==> config.mk <==
export PLATFORM = sky130hd
export DESIGN_NAME = imem_loader
export DESIGN_NICKNAME = d
export VERILOG_FILES = /design/src/rtl/imem_loader_pkg.sv /design/src/rtl/imem_loader_word_assembler.sv /design/src/rtl/imem_loader.sv
export SDC_FILE = /design/constraint.sdc
export NUM_CORES = 1
export LEC_CHECK = 0
export ABC_AREA = 1
export CORE_ASPECT_RATIO = 1.1
export CORE_MARGIN = 4
export CORE_UTILIZATION = 54
export DETAILED_ROUTE_END_ITERATION = 12
export PLACE_DENSITY = 0.87
export SLEW_MARGIN = 15
export SYNTH_ARGS = -nofsm -noshare
export SYNTH_HDL_FRONTEND = slang
export SYNTH_SLANG_ARGS = --single-unit
==> constraint.sdc <==
create_clock -name clk -period 4.4 [get_ports clk]
set_input_delay 0.44 -clock clk [delete_from_list [all_inputs] [get_ports clk]]
set_output_delay 0.44 -clock clk [all_outputs]
set_load 0.05 [all_outputs]
==> src/rtl/imem_loader_pkg.sv <==
`default_nettype none
// ============================================================================
// Module  : imem_loader_pkg
// Brief   : Shared state encoding and frame constants for the program loader.
// Revision: 1.0 - initial release
// ============================================================================
package imem_loader_pkg;

    typedef enum logic [2:0] {
        ST_IDLE   = 3'd0,
        ST_LEN_HI = 3'd1,
        ST_LEN_LO = 3'd2,
        ST_DATA   = 3'd3,
        ST_CHK    = 3'd4,
        ST_DONE   = 3'd5,
        ST_ERR    = 3'd6
    } state_t;

    // Length field bytes that precede the payload in every frame.
    localparam int HDR_BYTES = 2;

endpackage
`default_nettype wire

==> src/rtl/imem_loader_word_assembler.sv <==
`default_nettype none
// ============================================================================
// Module  : imem_loader_word_assembler
// Brief   : Big-endian byte-to-word assembler with a one-cycle word-complete flag.
// Revision: 1.0 - initial release
// ============================================================================
module imem_loader_word_assembler (
    input  logic        clk,
    input  logic        rst,
    input  logic        clr,
    input  logic        byte_valid,
    input  logic [7:0]  byte_data,
    output logic [31:0] word,
    output logic        word_done
);

    logic [23:0] shift_q, shift_d;
    logic [1:0]  idx_q,   idx_d;

    always_comb begin
        shift_d = shift_q;
        idx_d   = idx_q;
        if (clr) begin
            shift_d = '0;
            idx_d   = '0;
        end else if (byte_valid) begin
            shift_d = {shift_q[15:0], byte_data};
            idx_d   = idx_q + 2'd1;
        end
    end

    always_ff @(posedge clk or posedge rst) begin
        if (rst) begin
            shift_q <= '0;
            idx_q   <= '0;
        end else begin
            shift_q <= shift_d;
            idx_q   <= idx_d;
        end
    end

    // Only three bytes are stored; the fourth is used straight from the input.
    assign word      = {shift_q, byte_data};
    assign word_done = byte_valid && !clr && (idx_q == 2'd3);

endmodule
`default_nettype wire

==> src/rtl/imem_loader.sv <==
`default_nettype none
// ============================================================================
// Module  : imem_loader
// Brief   : Byte-stream instruction memory loader; holds the core in reset
//           until a checksummed image has been written.
// Revision: 1.0 - initial release
// ============================================================================
module imem_loader
    import imem_loader_pkg::*;
#(
    parameter int DEPTH  = 256,
    parameter int ADDR_W = 10
) (
    input  logic              clk,
    input  logic              rst,
    input  logic              start,
    input  logic              in_valid,
    input  logic [7:0]        in_data,
    output logic              in_ready,
    output logic              imem_we,
    output logic [ADDR_W-1:0] imem_addr,
    output logic [31:0]       imem_wdata,
    output logic              cpu_rst,
    output logic              busy,
    output logic              done,
    output logic              err,
    output logic [15:0]       word_cnt
);

    state_t              state_q, state_d;
    logic [15:0]         len_q, len_d;
    logic [7:0]          xor_q, xor_d;
    logic [15:0]         cnt_q, cnt_d;
    logic                we_q, we_d;
    logic [ADDR_W-1:0]   addr_q, addr_d;
    logic [31:0]         wdata_q, wdata_d;
    logic                cpu_rst_q, cpu_rst_d;

    logic                xfer;
    logic                asm_clr;
    logic                asm_valid;
    logic [31:0]         asm_word;
    logic                asm_done;
    logic [15:0]         len_full;

    assign busy     = (state_q == ST_LEN_HI) || (state_q == ST_LEN_LO) ||
                      (state_q == ST_DATA)   || (state_q == ST_CHK);
    assign in_ready = busy;
    assign done     = (state_q == ST_DONE);
    assign err      = (state_q == ST_ERR);
    assign xfer     = in_valid && in_ready;
    assign len_full = {len_q[15:8], in_data};
    assign asm_valid = xfer && (state_q == ST_DATA);

    imem_loader_word_assembler u_word_assembler (
        .clk        (clk),
        .rst        (rst),
        .clr        (asm_clr),
        .byte_valid (asm_valid),
        .byte_data  (in_data),
        .word       (asm_word),
        .word_done  (asm_done)
    );

    always_comb begin
        state_d = state_q;
        len_d   = len_q;
        xor_d   = xor_q;
        cnt_d   = cnt_q;
        we_d    = 1'b0;
        addr_d  = addr_q;
        wdata_d = wdata_q;
        asm_clr = 1'b0;

        unique case (state_q)
            ST_IDLE, ST_DONE, ST_ERR: begin
                if (start) begin
                    state_d = ST_LEN_HI;
                    xor_d   = '0;
                    cnt_d   = '0;
                    asm_clr = 1'b1;
                end
            end
            ST_LEN_HI: begin
                if (xfer) begin
                    len_d[15:8] = in_data;
                    xor_d       = xor_q ^ in_data;
                    state_d     = ST_LEN_LO;
                end
            end
            ST_LEN_LO: begin
                if (xfer) begin
                    len_d = len_full;
                    xor_d = xor_q ^ in_data;
                    if (32'(len_full) > DEPTH) begin
                        state_d = ST_ERR;
                    end else if (len_full == 16'd0) begin
                        state_d = ST_CHK;
                    end else begin
                        state_d = ST_DATA;
                    end
                end
            end
            ST_DATA: begin
                if (xfer) begin
                    xor_d = xor_q ^ in_data;
                    if (asm_done) begin
                        we_d    = 1'b1;
                        wdata_d = asm_word;
                        addr_d  = cnt_q[ADDR_W-1:0];
                        cnt_d   = cnt_q + 16'd1;
                        if (cnt_d == len_q) begin
                            state_d = ST_CHK;
                        end
                    end
                end
            end
            ST_CHK: begin
                if (xfer) begin
                    state_d = (in_data == xor_q) ? ST_DONE : ST_ERR;
                end
            end
            default: state_d = ST_IDLE;
        endcase

        // Registered so the core sees reset drop exactly as DONE is entered.
        cpu_rst_d = (state_d != ST_DONE);
    end

    always_ff @(posedge clk or posedge rst) begin
        if (rst) begin
            state_q   <= ST_IDLE;
            len_q     <= '0;
            xor_q     <= '0;
            cnt_q     <= '0;
            we_q      <= 1'b0;
            addr_q    <= '0;
            wdata_q   <= '0;
            cpu_rst_q <= 1'b1;
        end else begin
            state_q   <= state_d;
            len_q     <= len_d;
            xor_q     <= xor_d;
            cnt_q     <= cnt_d;
            we_q      <= we_d;
            addr_q    <= addr_d;
            wdata_q   <= wdata_d;
            cpu_rst_q <= cpu_rst_d;
        end
    end

    assign imem_we    = we_q;
    assign imem_addr  = addr_q;
    assign imem_wdata = wdata_q;
    assign cpu_rst    = cpu_rst_q;
    assign word_cnt   = cnt_q;

endmodule
`default_nettype wire

After elaboration in Yosys (flattened, before gate mapping)
Index checks and enable logic that the tools add are counted.
{ "word_totals": {"ff_bits": 113, "input_bits": 12, "elab_cells": 79} }
{ "op_classes": {"n_addsub": 2, "n_lt_le_gt_ge": 1, "n_eq_ne": 14, "muxes": 29, "bitwise_logic": 2, "reduce_logical": 20} }
{ "ops": {"columns": ["operator", "count"], "rows": [
  ["$mux 16", 3],
  ["$mux 24", 2],
  ["$pmux 16 s2", 1],
  ["$pmux 8 s2", 2],
  ["$mux 3", 9],
  ["$mux 8", 3],
  ["$add 16x1->16 const B", 1],
  ["$eq 16x16->1", 1],
  ["$gt 16x9->1 const B", 1],
  ["$logic_not 16->1", 1],
  ["$pmux 3 s5", 1],
  ["$eq 3x3->1 const B", 3],
  ["$reduce_and 3->1", 3],
  ["$eq 8x8->1", 1],
  ["$xor 8x8->8", 1],
  ["$eq 3x2->1 const B", 2],
  ["$mux 2", 3],
  ["$ne 2x2->1 const B", 3],
  ["$reduce_bool 2->1", 3],
  ["$reduce_or 3->1", 2],
  ["$mux 1", 5],
  ["$logic_and 1x1->1", 4],
  ["$reduce_and 4->1", 1],
  ["$eq 3x1->1 const B", 1],
  ["other kinds (9)", 11]
]} }

Longest topological paths before layout
{ "logic_depth": {"ltp_word": 12, "mapped_depth": 15, "mapped_depth_nobuf": 15} }

Cells and area by module
From an unflattened synthesis, not the netlist that was laid out.
{ "unflattened": {"cells_unflattened": 687, "area_unflattened_um2": 5452.7} }
{ "modules_own_cells": {"columns": ["module", "instances", "cells_each", "area_per_inst_um2"], "rows": [
  ["imem_loader", 1, 562, 4321.6],
  ["imem_loader_word_assembler", 1, 125, 1131.1]
]} }

Worst setup path before layout
No wires, ideal clock.
{ "synth_path": {"kind": "flip-flop to flip-flop", "start": "reg cnt_q[0], in the netlist word_cnt[0]", "end": "reg state_q[0]", "setup_time_ns": 0.122, "t_arrival_ns": 1.951, "required_time_ns": 4.278, "setup_slack_ns": 2.326, "path_stages_with_launch": 15, "n_path_buf": 0, "cell_sequence": "dfrtp_1 ha_1 nand2_1 nor2_4 nand2_1 nand2_1 nand2_1 nand2_1 nand3_1 nor2_1 nand2_1 nor2_1 nand2_1 nand2_1 nand2_2"} }
{ "synth_via": {"elab_chain_len": 6} }
{ "synth_lines": {"columns": ["element", "line_no", "rtl"], "rows": [
  ["start, declared", "imem_loader.sv:33", "logic [15:0] cnt_q, cnt_d;"],
  ["start signal, assigned", "imem_loader.sv:144", "cnt_q <= cnt_d;"],
  ["$add 16x1->16", "imem_loader.sv:111", "cnt_d = cnt_q + 16'd1;"],
  ["$eq 16x16->1", "imem_loader.sv:112", "if (cnt_d == len_q) begin"],
  ["$mux 3", "imem_loader.sv:112", null],
  ["$mux 3", "imem_loader.sv:107", "if (asm_done) begin"],
  ["$mux 3", "imem_loader.sv:105", "if (xfer) begin"],
  ["$pmux 3 s5", "imem_loader.sv:75", "unique case (state_q)"],
  ["via state_d[0]", "imem_loader.sv:30", "state_t state_q, state_d;"],
  ["end signal, assigned", "imem_loader.sv:141", "state_q <= state_d;"],
  ["end, declared", "imem_loader.sv:30", null]
]} }
The timed path passes the listed nets, and every way through them passes these cells.
A chain may end at the register's enable or synchronous reset.

Worst setup path after layout
{ "layout_path": {"start": "reg state_q[0]", "end": "out busy"} }
{ "layout_via": {"elab_chain_len": 4, "elab_cells_between_ends": 7, "classes_between": "4 x eq/ne; 3 x reduce/logical"} }
{ "layout_lines": {"columns": ["element", "line_no", "rtl"], "rows": [
  ["$eq 3x1->1 or $eq 3x2->1 (tied branches)", "imem_loader.sv:46", "assign busy = (state_q == ST_LEN_HI) || (state_q == ST_LEN_LO) ||"],
  ["$logic_or 1x1->1 (2 in series)", "imem_loader.sv:46", null],
  ["$logic_or 1x1->1 *", "imem_loader.sv:47", "(state_q == ST_DATA) || (state_q == ST_CHK);"],
  ["end, declared", "imem_loader.sv:24", "output logic busy,"]
]} }
Mark *: on every way between the ends. The rest lies on a longest branch, timed or not.

==> results.sh <==
export IMPL_ant_nets=0
export IMPL_end_kind="primary output"
export IMPL_die_w_um=101
export IMPL_nFillCells=699
export IMPL_gp_congestion=0.923
export IMPL_clkLatencyLatePin_ns=0.52
export IMPL_clkSlewWorstSetupHoldPaths_ns=0.06
export IMPL_yosysMostFrequentCell="nand2_1"
export IMPL_status="finished, final reports clean"
export IMPL_drtPass1Iterations=5
export IMPL_synth_top_area_cell="dfrtp_1"
export IMPL_finalCriticalPeriod_ns=2.88
export IMPL_ys_top_cells_by_count="nand2_1 (152), dfrtp_1 (112), inv_1 (75)"
export IMPL_post_cts_resize_count=0
export IMPL_ys_flop_type="dfrtp_1"
export IMPL_ctsHoldBuffers=0
export IMPL_die_area_um2=11200
export IMPL_routed_wl_um=13100
export IMPL_maxSlewViolCount=0
export IMPL_start_util_pct=55.4
export IMPL_seqPwrFrac_pct=35.9
export IMPL_io_buffers=75
export IMPL_hold_violations=0
export IMPL_ys_seq_area_share_pct=54.6
export IMPL_finalNonFillerCells=813
export IMPL_path_cells="nor2_2, nor2_2, inv_2, nand2_1, clkdlybuf4s50_1"
export IMPL_drt_iter0_drc=445
export IMPL_cts_root_buf="clkbuf_8"
export IMPL_relSlewSlack_pct=40.9
export IMPL_track_usage_pct=25.0
export IMPL_coreArea_um2=9350
export IMPL_cp_arrival_ns=2.44
export IMPL_finalSetupViolations=0
export IMPL_p_int_mw=2.41
export IMPL_antenna_found_initial=0
export IMPL_routedWlPerCell_um=16.1
export IMPL_slowest_delay_ns=0.80
export IMPL_htree_levels=4
export IMPL_hold_path_class="in2async"
export IMPL_place_ws_ns=1.61
export IMPL_crit_buf_inv=2
export IMPL_leakagePower_nw=2.96
export IMPL_io_pin_count=76
export IMPL_crit_fanout=8
export IMPL_slowest_stage="clkdlybuf4s50_1"
export IMPL_cts_tree="yes"
export IMPL_viasPerCell=5.66
export IMPL_areaGrowthSynthToFinish_pct=27.0
export IMPL_fin_nets=697
export IMPL_p_clk_share_pct=34.0
export IMPL_synthTopCellsByArea="dfrtp_1 (54%), nand2_1 (11%), inv_1 (5.4%), o21ai_1 (5.2%), o22ai_1 (4.2%)"
export IMPL_rsz0062_at_grt="false"
export IMPL_power_density_nw_per_um2=594
export IMPL_final_setup_worst_slack_ns=1.52
export IMPL_avgSynthCellArea_um2=8.56
export IMPL_irDropWorstVdd_mv=0.413
export IMPL_ys_warn_count=0
export IMPL_regArea_um2=2830
export IMPL_p_switching_mw=1.50
export IMPL_synth_top_cell_area_share_pct=54.1
export IMPL_worst_slew_pin_slew_ns=0.887
export IMPL_start_kind="flip-flop"
export IMPL_synth_edf_count=0
export IMPL_worst_path_most_repeated_cell="nor2_2"
export IMPL_max_cap_viol_count=0
export IMPL_crit_type="reg2out"
export IMPL_vias=4599
export IMPL_synthCells=605
export IMPL_grt_ovfl_total=0
export IMPL_hpwlAfterDp_um=8620
export IMPL_num_rows=37
export IMPL_swShare_pct=38.4
export IMPL_crit_required_ns=3.96
export IMPL_die_h_um=111
export IMPL_async_reset_ff_share_pct=100
export IMPL_cts_buffer_depth=2
export IMPL_clock_skew_ns=0.0154
export IMPL_period_share_pct=65.5
export IMPL_crit_family="buffers and inverters"
export IMPL_cts_sinks=113
export IMPL_grt_max_degree=95
export IMPL_multi_input_area_um2=1950
export IMPL_syn_nets=619
export IMPL_ys_types=38
export IMPL_drc=0
export IMPL_fmax_ghz=0.347
export IMPL_postCtsSetupBuffers=0
export IMPL_tns_ns=0
export IMPL_numCtsBuffers=17
export IMPL_share_comb_of_total_power_pct=30.0
export IMPL_grt_pass1_wl_um=22100
export IMPL_dp_cells=781
export IMPL_synth_seq_cells=113
export IMPL_grt_pass1_vias=4614
export IMPL_syn_cell_area_um2=5180
export IMPL_antenna_cells=0
export IMPL_final_layout_size_suffix_gt1_share_pct=8.76
[power by group through the flow]
stage	clock, mW	sequential (mW)	combinational [mW]
floorplan	0	1.46	0.828
global placement	0	1.40	1.11
detailed placement	0	1.41	1.16
CTS	1.33	1.40	1.17
global route	1.39	1.43	1.30
finish	1.33	1.41	1.17
[metrics by stage]
step	total power, mW	hold WS (ns)	util, %	instance area [µm²]
2_1_floorplan	2.29	0.466	-	5180
3_5_place_dp	2.57	0.473	64.2	6010
6_report	3.91	0.337	70.3	6580
4_1_cts	3.91	0.358	70.3	6580
3_3_place_gp	2.51	0.469	64.2	6010
5_1_grt	4.12	0.388	70.3	6580
[layout make-up]
cell class	count	share of cell area, %
Sequential cell	113	43.0
Multi-Input combinational cell	392	29.6
Timing Repair Buffer	78	11.8
Clock buffer	17	6.30
Inverter	81	4.68
Clock inverter	15	2.40
Tap cell	117	2.23
[sequential cells by signal, summed over array words and instances (netlist names)]
signal,flops
cpu_rst,1
imem_we,1
u_word_assembler.idx_q,2
len_q,16
imem_addr,10
xor_q,8
imem_wdata,32
u_word_assembler.shift_q,24
state_q,3
word_cnt,16
[layout by cell type, fill, tap and decap left out, types with 2 or more instances in the layout]
| master | synthesis | routed |
|---|---|---|
| inv_1 | 75 | 74 |
| clkbuf_16 | 0 | 16 |
| dfrtp_1 | 112 | 112 |
| nor2_2 | 5 | 5 |
| o22ai_1 | 35 | 35 |
| nor2_1 | 32 | 32 |
| xnor2_1 | 3 | 3 |
| inv_2 | 5 | 5 |
| o21ai_1 | 54 | 54 |
| o21ai_2 | 2 | 2 |
| inv_8 | 0 | 3 |
| nor3_1 | 4 | 4 |
| buf_4 | 2 | 3 |
| clkdlybuf4s50_1 | 0 | 75 |
| nand2_1 | 152 | 152 |
| o21bai_1 | 2 | 2 |
| clkinvlp_4 | 0 | 2 |
| nor2_4 | 2 | 2 |
| o21ai_0 | 21 | 21 |
| ha_1 | 2 | 2 |
| nand3b_1 | 4 | 4 |
| a21oi_1 | 5 | 5 |
| nand3_1 | 32 | 32 |
| xor2_1 | 8 | 8 |
| nand2_2 | 4 | 4 |
| nand4_1 | 15 | 15 |
| inv_6 | 0 | 9 |
[per-layer routing]
layer  routed length [µm]  vias to the layer above  GRT usage, %
met5                    0                        -             0
met4                  313                        0          9.93
met3                  964                       29          7.30
met2                 6470                      199          39.5
met1                 5360                     2217          32.3
li1                     -                     2154             -
[worst paths after layout]
check	from	endpoint	slack (ns)	cells after the start
min reg2reg	imem_addr[6]	imem_addr[6]	0.48	2
max reg2reg	state_q[1]	word_cnt[0]	1.95	8
min in group clk	imem_addr[6]	imem_addr[6]	0.48	2
max	state_q[0]	busy	1.52	5
max in group asynchronous	rst	u_word_assembler.shift_q[13]	3.06	3
min	rst	imem_addr[5]	0.34	2
[cell families (layout without fill, tap and decap cells)]
group / count (synthesis) / in the layout / synth area share [%]
simple gates: 253 / 253 / 21.2
fa+ha+maj: 2 / 2 / 0.483
buf+inv: 100 / 191 / 7.71
flops: 113 / 113 / 54.6
compound gates: 125 / 125 / 13.7
xor+xnor: 12 / 12 / 2.30
Note: power is estimated with default switching activity, not from simulation.
